## src/rtl/filter_3x3.sv

```systemverilog
`default_nettype none
// ============================================================================
//  Module   : filter_3x3
//  Brief    : Two-stage pipelined 3x3 multiply-accumulate kernel. Stage 1
//             registers the nine element-wise pixel*weight products, stage 2
//             registers their sum. One window per clock, 2-edge latency.
//  Options  : FILTER3X3_SIGNED_EN - treat pixels/weights as two's complement
//             and sign-extend the result; otherwise everything is unsigned.
//  Revision : 1.0 - initial release
// ============================================================================
module filter_3x3 #(
  parameter int DATA_W = 8,
  parameter int OUT_W  = 24
) (
  input  logic                clk,
  input  logic                rst,          // asynchronous, active-low
  input  logic [3*DATA_W-1:0] inLine1,
  input  logic [3*DATA_W-1:0] inLine2,
  input  logic [3*DATA_W-1:0] inLine3,
  input  logic [3*DATA_W-1:0] filterLine1,
  input  logic [3*DATA_W-1:0] filterLine2,
  input  logic [3*DATA_W-1:0] filterLine3,
  output logic [OUT_W-1:0]    out
);

  localparam int PROD_W = 2 * DATA_W;
  localparam int EXT_W  = OUT_W - PROD_W;

  // Rows concatenated top to bottom; element k = r*3+c sits at slot (8-k),
  // so column 0 of each row is the most significant byte of that row.
  logic [9*DATA_W-1:0] w_pix_all;
  logic [9*DATA_W-1:0] w_wgt_all;
  logic [DATA_W-1:0]   w_pix [9];
  logic [DATA_W-1:0]   w_wgt [9];

  assign w_pix_all = {inLine1, inLine2, inLine3};
  assign w_wgt_all = {filterLine1, filterLine2, filterLine3};

  for (genvar k = 0; k < 9; k++) begin : g_unpack
    assign w_pix[k] = w_pix_all[(8-k)*DATA_W +: DATA_W];
    assign w_wgt[k] = w_wgt_all[(8-k)*DATA_W +: DATA_W];
  end

  logic [PROD_W-1:0] prod_d [9];
  logic [PROD_W-1:0] prod_q [9];
  logic [OUT_W-1:0]  sum_d;
  logic [OUT_W-1:0]  out_q;

  // Stage 1 combinational: element-wise products (no kernel flip).
  always_comb begin
    for (int k = 0; k < 9; k++) begin
`ifdef FILTER3X3_SIGNED_EN
      prod_d[k] = $unsigned($signed(w_pix[k]) * $signed(w_wgt[k]));
`else
      prod_d[k] = w_pix[k] * w_wgt[k];
`endif
    end
  end

  // Stage 1 register: capture the products; reset discards in-flight data.
  always_ff @(posedge clk or negedge rst) begin
    if (!rst) begin
      for (int k = 0; k < 9; k++) prod_q[k] <= '0;
    end else begin
      for (int k = 0; k < 9; k++) prod_q[k] <= prod_d[k];
    end
  end

  // Adder tree between the stages; products are extended to OUT_W first.
  always_comb begin
    sum_d = '0;
    for (int k = 0; k < 9; k++) begin
`ifdef FILTER3X3_SIGNED_EN
      sum_d = sum_d + {{EXT_W{prod_q[k][PROD_W-1]}}, prod_q[k]};
`else
      sum_d = sum_d + {{EXT_W{1'b0}}, prod_q[k]};
`endif
    end
  end

  // Stage 2 register: the visible result.
  always_ff @(posedge clk or negedge rst) begin
    if (!rst) out_q <= '0;
    else      out_q <= sum_d;
  end

  assign out = out_q;

endmodule
`default_nettype wire

```

## config.mk

```make
export PLATFORM = sky130hd
export DESIGN_NAME = filter_3x3
export DESIGN_NICKNAME = d
export VERILOG_FILES = /design/src/rtl/filter_3x3.sv
export SDC_FILE = /design/constraint.sdc
export NUM_CORES = 2
export LEC_CHECK = 0
export BUFFER_PORTS_ARGS = -buffer_cell sky130_fd_sc_hd__buf_2
export CORE_ASPECT_RATIO = 0.5
export CORE_MARGIN = 4
export CORE_UTILIZATION = 40
export CTS_CLUSTER_DIAMETER = 200
export DETAILED_ROUTE_END_ITERATION = 6
export SKIP_LAST_GASP = 1
export SYNTH_ARGS = -nofsm -noshare
export SYNTH_HDL_FRONTEND = slang
export SYNTH_SLANG_ARGS = --single-unit
```

## constraint.sdc

```tcl
create_clock -name clk -period 7.42 [get_ports clk]
set_input_delay 0.742 -clock clk [delete_from_list [all_inputs] [get_ports clk]]
set_output_delay 0.742 -clock clk [all_outputs]
set_load 0.02 [all_outputs]
```

## Word-level counts from Yosys, hierarchy flattened

Cells that the tools add are included.

- Register bits after elaboration: 168
- Bits of input ports: 146
- Logic and storage cells: 27
- Output and inout bits: 24

- Multiply operators: 9
- Add/sub/neg operators: 8

Operator list:

| kind | count |
|---|---|
| multiplier 8 x 8 -> 16 bit | 9 |
| adder 23 x 16 -> 24 bit | 1 |
| adder 22 x 16 -> 23 bit | 1 |
| adder 21 x 16 -> 22 bit | 1 |
| adder 20 x 16 -> 21 bit | 1 |
| adder 19 x 16 -> 20 bit | 1 |
| adder 18 x 16 -> 19 bit | 1 |
| adder 17 x 16 -> 18 bit | 1 |
| adder 16 x 16 -> 17 bit | 1 |

## Longest topological paths before layout

- Depth after elaboration: 8
- Gate-level depth with buffers: 26
- Depth with buffers taken out: 26

## Least setup slack after synthesis

Ideal clock, no wire load.

- Path kind: register to register
- Start point: reg prod_q[66] (netlist bit)
- End point: reg out_q[17], in the netlist out[17]
- Stages on the path, launching flop included: 27
- Data arrival time: 5.457 ns
- Slack: 1.837 ns
- Cells stage by stage: dfrtp_1 inv_1 fa_1 inv_1 fa_1 fa_1 inv_1 fa_1 inv_1 ha_1 fa_1 a21oi_1 or2_1 a31oi_2 nor2_1 nor2b_1 o21ai_0 nand2_1 xor2_1 ha_1 or3_1 o21ai_0 a311oi_2 o21a_1 o21a_2 o21ai_2 xnor2_1

- Cells in the longest elaborated chain, start to end: 5

Ends and longest elaborated chain:

| item | line | RTL |
|---|---|---|
| start: declaration | 45 | `logic [PROD_W-1:0] prod_q [9];` |
| adder 19 x 16 -> 20 bit | 76 | `sum_d = sum_d + {{EXT_W{1'b0}}, prod_q[k]};` |
| adder 20 x 16 -> 21 bit | 76 |  |
| adder 21 x 16 -> 22 bit | 76 |  |
| adder 22 x 16 -> 23 bit | 76 |  |
| adder 23 x 16 -> 24 bit | 76 |  |
| via sum_d[17] | 46 | `logic [OUT_W-1:0] sum_d;` |
| end signal: assignment | 84 | `else out_q <= sum_d;` |
| end: declaration | 47 | `logic [OUT_W-1:0] out_q;` |

The timed path passes the listed nets, and every way through them passes these cells.

## Worst setup path in the final report

Ends and elaborated chain as after synthesis.

==> run_results.csv <==
group,metric,value,unit
clock_network,clk_transition_reported_paths,0.07,ns
sta,timing.slew.headroom,0.510,
drt,dr.pass1.iters,5,
placement,dp_hpwl,49800,µm
critical_path,critical_path_required,7.74,ns
floorplan,floorplan.io_pins,170,
yosys,total_of_flip_flops_plus_latches_after_synthesis,164,
yosys,yosys_warnings,0,
critical_path,cp-endpoint,"out[17]$_DFF_PN0_",
yosys,synth_enable_flop_cells,0,
worst_hold_path,hold_path_class,"in -> async",
global_routing,groute.usage.overall,0.173,
drt,routed_wl_per_cell,15.3,µm
yosys,synth.yosys.seq_area_share,0.158,
yosys,ys_top_cells_by_area,"sky130_fd_sc_hd__fa_1 (32%), sky130_fd_sc_hd__ha_1 (17%), sky130_fd_sc_hd__dfrtp_1 (16%)",
sta,min_period_over_period,0.804,
clock_network,ctsRootBufferMaster,"sky130_fd_sc_hd__clkbuf_16",
floorplan,coreArea,63700,µm²
clock_network,cts_setup_buffers,0,
drt,routed_via_density,4.77,
critical_path,worst_setup_path_end_kind,"register",
yosys,syn_area_per_cell,9.58,µm²
drt,antenna_left,0,
drt,detail_route.drc_violations,0,
yosys,post_synth_inst_count,2711,
layout,finish.net_count,3822,
clock_network,cts-buffers-inserted,17,
sta,setup_viol,0,
yosys,yosys.cell_types.count,53,
clock_network,cts_resized,0,
global_routing,busiest_layer,"met2",
sta,post-route-min-period,5.97,ns
drt,via_count,18000,
global_routing,met3_usage,0.0247,
placement,gpl.final_weighted_congestion,0.843,
critical_path,worstPathArrival,6.29,ns
drt,drt_wl_total,57900,µm
yosys,synth_top_cell_area_share,0.324,
floorplan,floorplan.die.width,368,µm
sta,slew_violations,0,
global_routing,via_count_of_the_first_global_routing_pass,19200,
global_routing,first_pass_grt_wire_length,97200,µm
run,maxCapViolCount,0,
critical_path,start_kind,"register",
run_status,run_status,"finished clean",
critical_path,r2r_depth,26,
layout,syn_to_final_growth,9.60,%
layout,final_layout_size_suffix_gt1_frac,0.0746,
critical_path,startpoint,"prod_q[66]$_DFF_PN0_",
sta,fmax,0.168,GHz
clock_network,cts_num_sinks,164,
clock_network,holdBufCountCts,0,
yosys,yosys_most_used_dff,"sky130_fd_sc_hd__dfrtp_1",
drt,first_drt_iteration_drcs,898,
sta,hold_viol_final,0,
floorplan,floorplan.die_area,69300,µm²
clock_network,cts_buffer_depth,2,
critical_path,r2r_setup_slack,1.45,ns
sta,skew,0.00767,ns
global_routing,groute.layer.met1.usage,0.248,
global_routing,grt_antenna_before_repair,3,
global_routing,maximum_number_of_pins_on_one_net_before_global_route_repair,68,
critical_path,crit_fanout,5,
clock_network,worst_skew_pair.late_latency,0.44,ns
clock_network,cts_tree,"done",
critical_path,ws_path_type,"reg -> reg",
sta,finalSetupTns,0,ns
floorplan,starting_utilization_of_the_core_area,0.408,
floorplan,fp.dieH,188,µm
clock_network,htree_num_levels,4,
floorplan,core.rowCount,65,
critical_path,worst_r2r_endpoint,"out[17]$_DFF_PN0_",
layout,final.fill_count,6167,
yosys,netlist_area,26000,µm²
critical_path,r2r-start,"prod_q[66]$_DFF_PN0_",
yosys,synthDominantAreaCellType,"sky130_fd_sc_hd__fa_1",
sta,unrepaired_setup_endpoints_after_global_routing,"false",
global_routing,met2_usage,0.288,
placement,placement.io_buffers,165,
yosys,asyncSetResetFlopFracSynth,1.00,
sta,worstMarginPinSlew,0.736,ns
global_routing,globalRouteOverflowTotal,0,
==> worst min-delay path by stage <==
stage / endpoint / cells past startpoint / slack [ns] / start
2_1_floorplan: out[0]$_DFF_PN0_ / 0 / 0.45 / rst
3_3_place_gp: out[0]$_DFF_PN0_ / 1 / 0.50 / prod_q[0]$_DFF_PN0_
3_5_place_dp: out[0]$_DFF_PN0_ / 1 / 0.48 / prod_q[0]$_DFF_PN0_
4_1_cts: prod_q[125]$_DFF_PN0_ / 1 / 0.31 / rst
5_1_grt: prod_q[125]$_DFF_PN0_ / 1 / 0.34 / rst
6_report: prod_q[125]$_DFF_PN0_ / 1 / 0.29 / rst
==> critical path, stage by stage (launching register included) <==
cell	delay (ns)
sky130_fd_sc_hd__dfrtp_1	0.33
sky130_fd_sc_hd__inv_1	0.06
sky130_fd_sc_hd__fa_1	0.52
sky130_fd_sc_hd__inv_1	0.05
sky130_fd_sc_hd__fa_1	0.50
sky130_fd_sc_hd__fa_1	0.49
sky130_fd_sc_hd__inv_1	0.05
sky130_fd_sc_hd__fa_1	0.48
sky130_fd_sc_hd__inv_1	0.04
sky130_fd_sc_hd__ha_1	0.20
sky130_fd_sc_hd__fa_1	0.46
sky130_fd_sc_hd__a21oi_1	0.20
sky130_fd_sc_hd__or2_1	0.17
sky130_fd_sc_hd__a31oi_2	0.13
sky130_fd_sc_hd__nor2_1	0.19
sky130_fd_sc_hd__nor2b_1	0.07
sky130_fd_sc_hd__o21ai_0	0.14
sky130_fd_sc_hd__nand2_1	0.08
sky130_fd_sc_hd__xor2_1	0.16
sky130_fd_sc_hd__ha_1	0.26
sky130_fd_sc_hd__or3_1	0.37
sky130_fd_sc_hd__o21ai_0	0.13
sky130_fd_sc_hd__a311oi_2	0.10
sky130_fd_sc_hd__o21a_1	0.21
sky130_fd_sc_hd__o21a_2	0.20
sky130_fd_sc_hd__o21ai_2	0.16
sky130_fd_sc_hd__xnor2_1	0.09
==> cells by family after synthesis <==
kind of cell	synth area share
simple gates	0.161
fa+ha+maj	0.497
buf+inv	0.0884
compound gates	0.0539
flops	0.158
xor+xnor	0.0418
other cells	0.000144
==> metrics by stage <==
step                      utilization  hold slack, ns  cells  setup slack, ns  area [µm²]
after global routing            0.447           0.337   3780             1.10       28500
final                           0.447           0.291   3780             1.45       28500
after floorplan                     -           0.446   2714             1.84       26000
after global placement          0.438           0.497   3748             1.53       27900
after CTS                       0.447           0.307   3779             1.45       28500
after detailed placement        0.438           0.482   3748             1.48       27900
==> per-layer routing <==
layer | part of all wire | wire, µm
met5 | 0 | 0
met4 | 0.0074 | 428
met3 | 0.038 | 2210
met2 | 0.47 | 27300
met1 | 0.48 | 27900
==> Yosys cell counts, types with 16 or more instances <==
cell type and instances:
sky130_fd_sc_hd__ha_1 360, sky130_fd_sc_hd__dfrtp_1 164, sky130_fd_sc_hd__o21ai_0 17, sky130_fd_sc_hd__nor3_1 20, sky130_fd_sc_hd__nor2_1 90, sky130_fd_sc_hd__a21oi_1 66, sky130_fd_sc_hd__inv_1 604, sky130_fd_sc_hd__o21ai_1 29
sky130_fd_sc_hd__nor2b_1 28, sky130_fd_sc_hd__xnor2_1 108, sky130_fd_sc_hd__nand2_1 282, sky130_fd_sc_hd__fa_1 420, sky130_fd_sc_hd__and2_1 342, sky130_fd_sc_hd__xor2_1 16, sky130_fd_sc_hd__nand3_1 19
==> final cells by class <==
| type | instances | area [µm²] | share of cell area |
|---|---|---|---|
| multi-input cells | 1942 | 19600 | 0.688 |
| flip-flops and latches | 164 | 4100 | 0.144 |
| inverters | 604 | 2270 | 0.0796 |
| well taps | 871 | 1090 | 0.0383 |
| repair buffers | 167 | 847 | 0.0298 |
| clock buffers | 20 | 457 | 0.0160 |
| clock inverters | 11 | 116 | 0.00409 |
| diodes | 1 | 2.50 | 0.0000879 |
==> cells in the final DEF, fill, tap and decap left out, types with 4 or more instances in the layout <==
cell / Yosys / routed
sky130_fd_sc_hd__a41o_1: 5 / 5
sky130_fd_sc_hd__and2_1: 342 / 342
sky130_fd_sc_hd__nor3_1: 20 / 20
sky130_fd_sc_hd__o21ai_1: 29 / 29
sky130_fd_sc_hd__xnor2_1: 108 / 108
sky130_fd_sc_hd__dfrtp_1: 164 / 164
sky130_fd_sc_hd__or2_2: 9 / 9
sky130_fd_sc_hd__clkbuf_16: 0 / 17
sky130_fd_sc_hd__nand3_1: 19 / 19
sky130_fd_sc_hd__nor2_1: 90 / 90
sky130_fd_sc_hd__o21bai_1: 5 / 5
sky130_fd_sc_hd__inv_1: 604 / 604
sky130_fd_sc_hd__a21boi_1: 15 / 15
sky130_fd_sc_hd__inv_6: 0 / 5
sky130_fd_sc_hd__o21ai_0: 17 / 17
sky130_fd_sc_hd__fa_1: 420 / 420
sky130_fd_sc_hd__ha_1: 360 / 360
sky130_fd_sc_hd__nand2_1: 282 / 282
sky130_fd_sc_hd__conb_1: 1 / 4
sky130_fd_sc_hd__o21a_1: 9 / 9
sky130_fd_sc_hd__or3_1: 11 / 11
sky130_fd_sc_hd__a21oi_1: 66 / 66
sky130_fd_sc_hd__nand2b_1: 11 / 11
sky130_fd_sc_hd__xor2_1: 16 / 16
sky130_fd_sc_hd__o31ai_1: 4 / 4
sky130_fd_sc_hd__o211ai_1: 4 / 4
sky130_fd_sc_hd__nor2b_1: 28 / 28
sky130_fd_sc_hd__buf_2: 0 / 164
sky130_fd_sc_hd__a41oi_1: 7 / 7
sky130_fd_sc_hd__a31oi_1: 8 / 8
sky130_fd_sc_hd__o41a_1: 5 / 5
sky130_fd_sc_hd__a21o_1: 12 / 12
sky130_fd_sc_hd__o41ai_1: 4 / 4
==> state kept, by name, indices dropped and copies added, names as in the netlist <==
register,cells
out,20
prod_q,144
Power is left out: the tool's default activity adds up to more than one toggle a clock period on the data nets, which glitch-free logic cannot reach.
